--- src/rtl/key_write_queue.sv ---
// Key-event FIFO feeding the colour register bank during VGA blanking, with a per-cell colour shadow table.
// Optional build macro KEYQ_COALESCE_EN: drop a strobe that repeats the newest still-queued cell.
module key_write_queue #(
  parameter int ADDR_W = 4,
  parameter int DATA_W = 3,
  parameter int DEPTH  = 4
) (
  input  logic              clk,
  input  logic              rst,
  input  logic [ADDR_W-1:0] key_pos,
  input  logic              key_stb,
  input  logic              blank,
  output logic              wr_en,
  output logic [ADDR_W-1:0] wr_addr,
  output logic [DATA_W-1:0] wr_data,
  output logic              full,
  output logic              empty,
  output logic              overflow
);

  localparam int PTR_W = $clog2(DEPTH);
  localparam int CNT_W = PTR_W + 1;
  localparam int CELLS = 2 ** ADDR_W;

  logic [ADDR_W-1:0] fifo_mem_r [DEPTH];
  logic [PTR_W-1:0]  head_r;
  logic [PTR_W-1:0]  tail_r;
  logic [CNT_W-1:0]  count_r;
  logic              full_r;
  logic              empty_r;
  logic              overflow_r;
  logic [DATA_W-1:0] colour_r [CELLS];
  logic              wr_en_r;
  logic [ADDR_W-1:0] wr_addr_r;
  logic [DATA_W-1:0] wr_data_r;

  logic              pop_s;
  logic              dup_s;
  logic              push_req_s;
  logic              push_s;
  logic              drop_s;
  logic [CNT_W-1:0]  count_nxt_s;
  logic [ADDR_W-1:0] head_pos_s;
  logic [DATA_W-1:0] colour_nxt_s;
`ifdef KEYQ_COALESCE_EN
  logic [ADDR_W-1:0] last_pos_s;
`endif

  // Push/pop arbitration and next occupancy
  always_comb begin
    pop_s        = 1'b0;
    dup_s        = 1'b0;
    push_req_s   = 1'b0;
    push_s       = 1'b0;
    drop_s       = 1'b0;
    count_nxt_s  = count_r;
    head_pos_s   = fifo_mem_r[head_r];
    colour_nxt_s = colour_r[head_pos_s] + DATA_W'(1);
`ifdef KEYQ_COALESCE_EN
    last_pos_s   = fifo_mem_r[tail_r - PTR_W'(1)];
    // newest entry sits just behind the tail while the FIFO is non-empty
    if (!empty_r && (last_pos_s == key_pos)) begin
      dup_s = 1'b1;
    end else begin
      dup_s = 1'b0;
    end
`endif
    if (!empty_r && blank) begin
      pop_s = 1'b1;
    end else begin
      pop_s = 1'b0;
    end
    push_req_s = key_stb && !dup_s;
    // a full FIFO still accepts a push when the same edge frees a slot
    if (push_req_s && (!full_r || pop_s)) begin
      push_s = 1'b1;
    end else begin
      push_s = 1'b0;
    end
    if (push_req_s && full_r && !pop_s) begin
      drop_s = 1'b1;
    end else begin
      drop_s = 1'b0;
    end
    case ({push_s, pop_s})
      2'b10:   count_nxt_s = count_r + CNT_W'(1);
      2'b01:   count_nxt_s = count_r - CNT_W'(1);
      default: count_nxt_s = count_r;
    endcase
  end

  // FIFO storage, pointers, occupancy flags and sticky overflow
  always_ff @(posedge clk or negedge rst) begin
    if (!rst) begin
      for (int i = 0; i < DEPTH; i++) begin
        fifo_mem_r[i] <= {ADDR_W{1'b0}};
      end
      head_r     <= {PTR_W{1'b0}};
      tail_r     <= {PTR_W{1'b0}};
      count_r    <= {CNT_W{1'b0}};
      full_r     <= 1'b0;
      empty_r    <= 1'b1;
      overflow_r <= 1'b0;
    end else begin
      if (push_s) begin
        fifo_mem_r[tail_r] <= key_pos;
        tail_r             <= tail_r + PTR_W'(1);
      end
      if (pop_s) begin
        head_r <= head_r + PTR_W'(1);
      end
      if (drop_s) begin
        overflow_r <= 1'b1;
      end
      count_r <= count_nxt_s;
      full_r  <= (count_nxt_s == CNT_W'(DEPTH));
      empty_r <= (count_nxt_s == CNT_W'(0));
    end
  end

  // Colour shadow table and register-bank write port
  always_ff @(posedge clk or negedge rst) begin
    if (!rst) begin
      for (int i = 0; i < CELLS; i++) begin
        colour_r[i] <= {DATA_W{1'b0}};
      end
      wr_en_r   <= 1'b0;
      wr_addr_r <= {ADDR_W{1'b0}};
      wr_data_r <= {DATA_W{1'b0}};
    end else begin
      wr_en_r <= pop_s;
      if (pop_s) begin
        colour_r[head_pos_s] <= colour_nxt_s;
        wr_addr_r            <= head_pos_s;
        wr_data_r            <= colour_nxt_s;
      end
    end
  end

  assign wr_en    = wr_en_r;
  assign wr_addr  = wr_addr_r;
  assign wr_data  = wr_data_r;
  assign full     = full_r;
  assign empty    = empty_r;
  assign overflow = overflow_r;

endmodule

--- config.mk ---
export PLATFORM = sky130hd
export DESIGN_NAME = key_write_queue
export DESIGN_NICKNAME = d
export VERILOG_FILES = /design/src/rtl/key_write_queue.sv
export SDC_FILE = /design/constraint.sdc
export NUM_CORES = 1
export LEC_CHECK = 0
export BUFFER_PORTS_ARGS = -buffer_cell sky130_fd_sc_hd__buf_2
export CORE_AREA = 2 2 117 119
export CTS_CLUSTER_DIAMETER = 200
export DETAILED_ROUTE_END_ITERATION = 6
export DIE_AREA = 0 0 119 121
export GPL_TIMING_DRIVEN = 1
export PLACE_DENSITY_LB_ADDON = 0.12
export SLEW_MARGIN = 40
export SYNTH_ARGS = -nofsm -noshare
export SYNTH_HDL_FRONTEND = slang
export SYNTH_SLANG_ARGS = --single-unit
--- constraint.sdc ---
create_clock -name clk -period 6.32 [get_ports clk]
set_clock_uncertainty 0.15 [all_clocks]
set_input_delay 0.316 -clock clk [delete_from_list [all_inputs] [get_ports clk]]
set_output_delay 0.316 -clock clk [all_outputs]
set_load 0.05 [all_outputs]
* After elaboration in Yosys (flattened, before gate mapping)
Index checks and enable logic that the tools add are counted.
Storage, ports and cells: word-level logic and storage cells 72, output and inout bits 11, register bits after elaboration 82, input port bits 8
Operators by class: muxes and demuxes 16, bitwise logic cells 3, add/subtract/negate cells 5, reduce and logical (&&, ||, !) cells 11, equality and inequality tests 3, magnitude comparators 5
Operators by type and width (count):
- 48-bit bitwise mux | 1
- 16-bit bitwise mux | 1
- 3-bit binary-select mux with 4-bit select | 1
- 3-bit demux with 4-bit select | 1
- 4-bit 2-to-1 mux | 3
- 3-bit 2-to-1 mux | 3
- 4-bit binary-select mux with 2-bit select | 1
- 4-bit demux with 2-bit select | 1
- 3-bit by 1-bit adder with 3-bit output (second input constant) | 2
- 3-bit greater-or-equal comparator (second input constant) | 2
- 1-bit logical AND | 6
- 2-bit inverter with 3-bit output | 2
- 3-bit one-hot mux with 2 select lines | 1
- 5-bit greater-or-equal comparator (second input constant) | 1
- 5-bit by 1-bit less-than comparator with 1-bit output (second input constant) | 1
- 4-bit inverter with 5-bit output | 1
- 2-bit by 1-bit adder with 2-bit output (second input constant) | 2
- 3-bit equality test (second input constant) | 1
- 1-bit zero test | 3
- 3-bit zero test | 1
- 3-bit by 1-bit less-than comparator with 1-bit output (second input constant) | 1
- 1-bit 2-to-1 mux | 3
- 3-bit by 1-bit subtractor with 3-bit output (second input constant) | 1
- 2-bit by 1-bit equality test with 1-bit output (second input constant) | 1
- other kinds (2) | 2

* Longest topological paths before layout
depth after elaboration 10, gate-level depth with buffers 12, gate-level depth less buffers 10

* Least setup slack after synthesis
Ideal clock, no wire load.
path kind register to register, start point register head_r[0], end point register colour_r[40] in the netlist's numbering, required time 6045 ps, stages on the path, launching flop included 12, path buffers 4, path slack 3233 ps, arrival time 2812 ps, library setup time 125 ps, path through dfrtp_1 buf_6 mux4_2 buf_6 buf_12 mux4_1 mux2_2 nand2_1 o21ai_1 ha_1 clkbuf_1 mux2_4
On the way: cells in the longest elaborated chain, start to end 10, elaborated cells between the ends (all ways) 15, classes of those cells 1 x add/sub; 2 x order compare; 9 x mux; 2 x bitwise; 1 x reduce/logical
Ends and longest elaborated chain:
- start: declaration | line 26 | logic [PTR_W-1:0] head_r;
- start signal: assignment | line 98 | head_r <= {PTR_W{1'b0}};
- start signal: assignment | line 110 | head_r <= head_r + PTR_W'(1);
- 2-bit inverter with 3-bit output (not written as such) | line 57 | head_pos_s = fifo_mem_r[head_r];
- 4-bit binary-select mux with 2-bit select | line 57
- 4-bit 2-to-1 mux (not written as such) (2 in a row) | line 57
- 4-bit inverter with 5-bit output (not written as such) | line 58 | colour_nxt_s = colour_r[head_pos_s] + DATA_W'(1);
- 3-bit binary-select mux with 4-bit select | line 58
- 3-bit 2-to-1 mux (not written as such) (2 in a row) | line 58
- 3-bit by 1-bit adder with 3-bit output | line 58
- net colour_nxt_s[1] | line 44 | logic [DATA_W-1:0] colour_nxt_s;
- 48-bit bitwise mux | line 133 | colour_r[head_pos_s] <= colour_nxt_s;
- end signal: indexed assignment | line 125 | colour_r[i] <= {DATA_W{1'b0}};
- end signal: indexed assignment | line 133
- end: declaration | line 32 | logic [DATA_W-1:0] colour_r [CELLS];
The timed path passes the listed nets, and every way through them passes these cells. The select of a mux whose other input is x is not followed. A chain may end at the register's enable or synchronous reset.

* Worst setup path after layout
start point register head_r[0], end point register colour_r[20] in the netlist's numbering
On the way: cells in the longest elaborated chain, start to end 10, elaborated cells between the ends (all ways) 15, classes of those cells 1 x add/sub; 2 x order compare; 9 x mux; 2 x bitwise; 1 x reduce/logical
Ends and longest elaborated chain (line):
- 2-bit inverter with 3-bit output (not written as such) * | 57
- 4-bit binary-select mux with 2-bit select * | 57
- 4-bit 2-to-1 mux (not written as such) * (2 in a row) | 57
- 4-bit inverter with 5-bit output (not written as such) * | 58, 133
- 3-bit binary-select mux with 4-bit select (tied with other cells) | 58
- 3-bit 2-to-1 mux (not written as such) / 1-bit logical AND (equally long branches) | 58, 133
- 3-bit 2-to-1 mux, on equally long branches | 58, 133
- 3-bit by 1-bit adder with 3-bit output / 3-bit demux with 4-bit select (equally long branches) | 58, 133
- 48-bit bitwise mux * | 133
Mark *: on every way between the ends. The rest lies on a longest branch, timed or not. The select of a mux whose other input is x is not followed.

==> impl_metrics.yaml <==
hold_path:
  worstHoldStart: "key_stb"
  min_path_type: "primary input to flip-flop"
timing:
  grt_setup_unrepaired: "no"
  max_slew_margin_pct: 51.9
  fin_tns_setup_ps: 0
  setup_ws_ps: 2630
  finalHoldViolations: 0
  fin_crit_sh_pct: 58.3
  worstMarginPinSlew_ps: 722
  finalSetupViolCount: 0
  max_freq_mhz: 271
  period_needed_ps: 3690
  slew_violations: 0
placed_design:
  gp_congestion: 0.694
  dp_slack_ps: 2640
  placedInstanceArea_sq_um: 4120
  hpwl_um: 5610
  io_buffers: 18
global_route:
  grt.met3_usage_pct: 3.15
  grt_start_max_net_pins: 51
  grt_pass1_vias: 2518
  busiest_layer: "met2"
  track_usage_pct: 12.7
  antenna_found_initial: 0
  grt_pass1_wl_um: 13800
  grt_overflow: 0
  met1_usage_pct: 16.3
  met2_usage_pct: 21.1
synthesis:
  yosysTopAreaCellShare_pct: 52.4
  yosys-top-cells-count: "dfrtp_1 (81), mux2_2 (52), nand2_1 (35), nor2_1 (26), inv_1 (15)"
  yosys_register_bits: 82
  ys_warn_count: 0
  synth.area.top_cells: "dfrtp_1 (52%), mux2_2 (15%), mux4_2 (4.1%), nand2_1 (3.4%), mux2i_1 (2.8%)"
  async_flop_share_pct: 100
  synth_edf_count: 0
  syn-num-nets: 320
  yosys.area.top_type: "dfrtp_1"
  avgSynthCellArea_sq_um: 12.7
  yosysUniqueCellTypes: 43
  synth_area_sq_um: 3870
  synthCells: 305
  yosysMostFrequentCell: "dfrtp_1"
  synthFlopType: "dfrtp_1"
  seq_area_frac_synth_pct: 53.0
die:
  dieArea_sq_um: 14400
  core_area_sq_um: 13100
  rows: 42
  start_util_pct: 29.6
  die_x_um: 119
  ios: 19
  die_h_um: 121
detailed_routing:
  vias: 2316
  wl_um: 8150
  drtIter0Drc: 106
  wl_per_cell_um: 16.1
  dr.pass1.iters: 4
  via_per_inst: 4.57
  antenna_left: 0
  drc_errors: 0
cells_and_area:
  n_antenna_cell: 0
  drive_gt1_share_pct: 31.1
  area_growth_pct: 14.8
  nets: 341
  multi_input_area_sq_um: 1680
  ff_latch_area_sq_um: 2050
  fillers: 1298
  final_area_sq_um: 4440
run:
  drv_cap: 0
worst_setup_path:
  cp.arrival_ps: 3760
  crit_chain: "mux4_2 -> mux4_2 -> mux2i_1 -> nor2_1 -> a211oi_2 -> ha_1 -> xnor2_2 -> mux2_2"
  reg2reg_from: "head_r[0]"
  end_kind: "flip-flop"
  crit_top_cell: "mux4_2"
  critPathSlowestCell: "mux4_2"
  worst_ep_required_time_ps: 6390
  crit_path_max_incr_delay_ps: 880
  cp_max_fo: 23
  worstSetupStartpointType: "flip-flop"
  cp-startpoint: "head_r[0]"
  critPathKind: "flip-flop to flip-flop"
clocking:
  cts_root_buf: "clkbuf_16"
  cts_buffer_depth: 2
  clk_latency_ps: 340
  clkTransAtPathRegs_ps: 60
  htree_num_levels: 3
  cts_tree: "built"
  numCtsBuffers: 9
  cts_sinks: 82
run_status:
  status: "complete, no violations"
## sequential cells by signal, summed over array words and instances, names as in the netlist
| signal | flops |
|---|---|
| empty | 1 |
| head_r | 2 |
| count_r | 3 |
| wr_en | 1 |
| fifo_mem_r | 16 |
| wr_data | 3 |
| tail_r | 2 |
| full | 1 |
| colour_r | 48 |
| wr_addr | 4 |
| overflow | 1 |
## critical path: cells and delay by family, from the launching register on
kind | cells | cell delay (ps)
and+or+nand+nor | 1 | 80
xor gates and xnor gates | 1 | 200
muxes | 4 | 1990
AOI/OAI and AO/OA | 1 | 240
adders and majority gates | 1 | 390
DFF | 1 | 520
## stage by stage
step / util [%] / std cells / hold WS (ps)
floorplan: - / 305 / -130
global placement: 31.5 / 490 / 142
detailed placement: 31.5 / 490 / 141
CTS: 34.0 / 507 / 83.9
global route: 34.0 / 507 / 88.8
finish: 34.0 / 507 / 91.5
## final timing paths
check                           cells after the start  slack, ps           end
worst max-delay path                                8       2630  colour_r[20]
worst min-delay path                                2         90      overflow
worst max register to register                      8       2630  colour_r[20]
worst min register to register                      1        320      overflow
max in group asynchronous                           3       4710  colour_r[33]
min in group asynchronous                           2        310    wr_data[0]
## repair_timing
action,in CTS,in global routing
setup buffers,0,0
hold buffers,1,0
hold endpoints to repair,32,0
resized for setup,0,0
## kinds of logic after synthesis
| logic type | share of synthesized area, % |
|---|---|
| AO/OA/AOI/OAI | 3.91 |
| XOR/XNOR | 2.20 |
| AND/OR/NAND/NOR | 9.37 |
| flip-flops | 53.0 |
| buffers and inverters | 3.49 |
| multiplexers | 25.5 |
| adder cells (fa/ha/maj) | 2.46 |
## cells in the final DEF (no fill, tap or decap), types with 2 or more instances in the layout
cell type | Yosys | routed
mux2i_1 | 11 | 11
clkbuf_8 | 0 | 3
mux2_4 | 2 | 2
mux4_2 | 7 | 7
o21ai_0 | 5 | 5
buf_2 | 2 | 17
xnor2_2 | 2 | 2
ha_1 | 6 | 6
o21ai_1 | 2 | 2
nand3_1 | 3 | 3
nor3_1 | 2 | 2
nand2b_1 | 3 | 3
inv_1 | 15 | 15
a22oi_1 | 3 | 3
buf_4 | 1 | 2
xor2_1 | 2 | 2
nor2_1 | 26 | 26
mux2_2 | 52 | 52
nor2b_1 | 3 | 3
clkbuf_16 | 0 | 9
nand2_1 | 35 | 35
dfrtp_1 | 81 | 81
mux4_1 | 4 | 4
xnor2_1 | 4 | 4
a21oi_1 | 10 | 10
## cell type report
| class | count | area share [%] |
|---|---|---|
| timing repair buffer | 20 | 2.48 |
| clock inverter | 3 | 1.04 |
| clock buffer | 13 | 6.08 |
| inverter | 16 | 1.35 |
| multi-input combinational | 197 | 37.9 |
| sequential | 82 | 46.2 |
| tap | 176 | 4.96 |
## per-layer routing
metal,routed length (um),up-vias
met2,4020,23
met4,94,0
met5,0,-
met3,198,7
li1,-,1107
met1,3840,1179
Power is not shown: default switching activity piles up to over one toggle a cycle in this logic, so the estimate is an artifact.
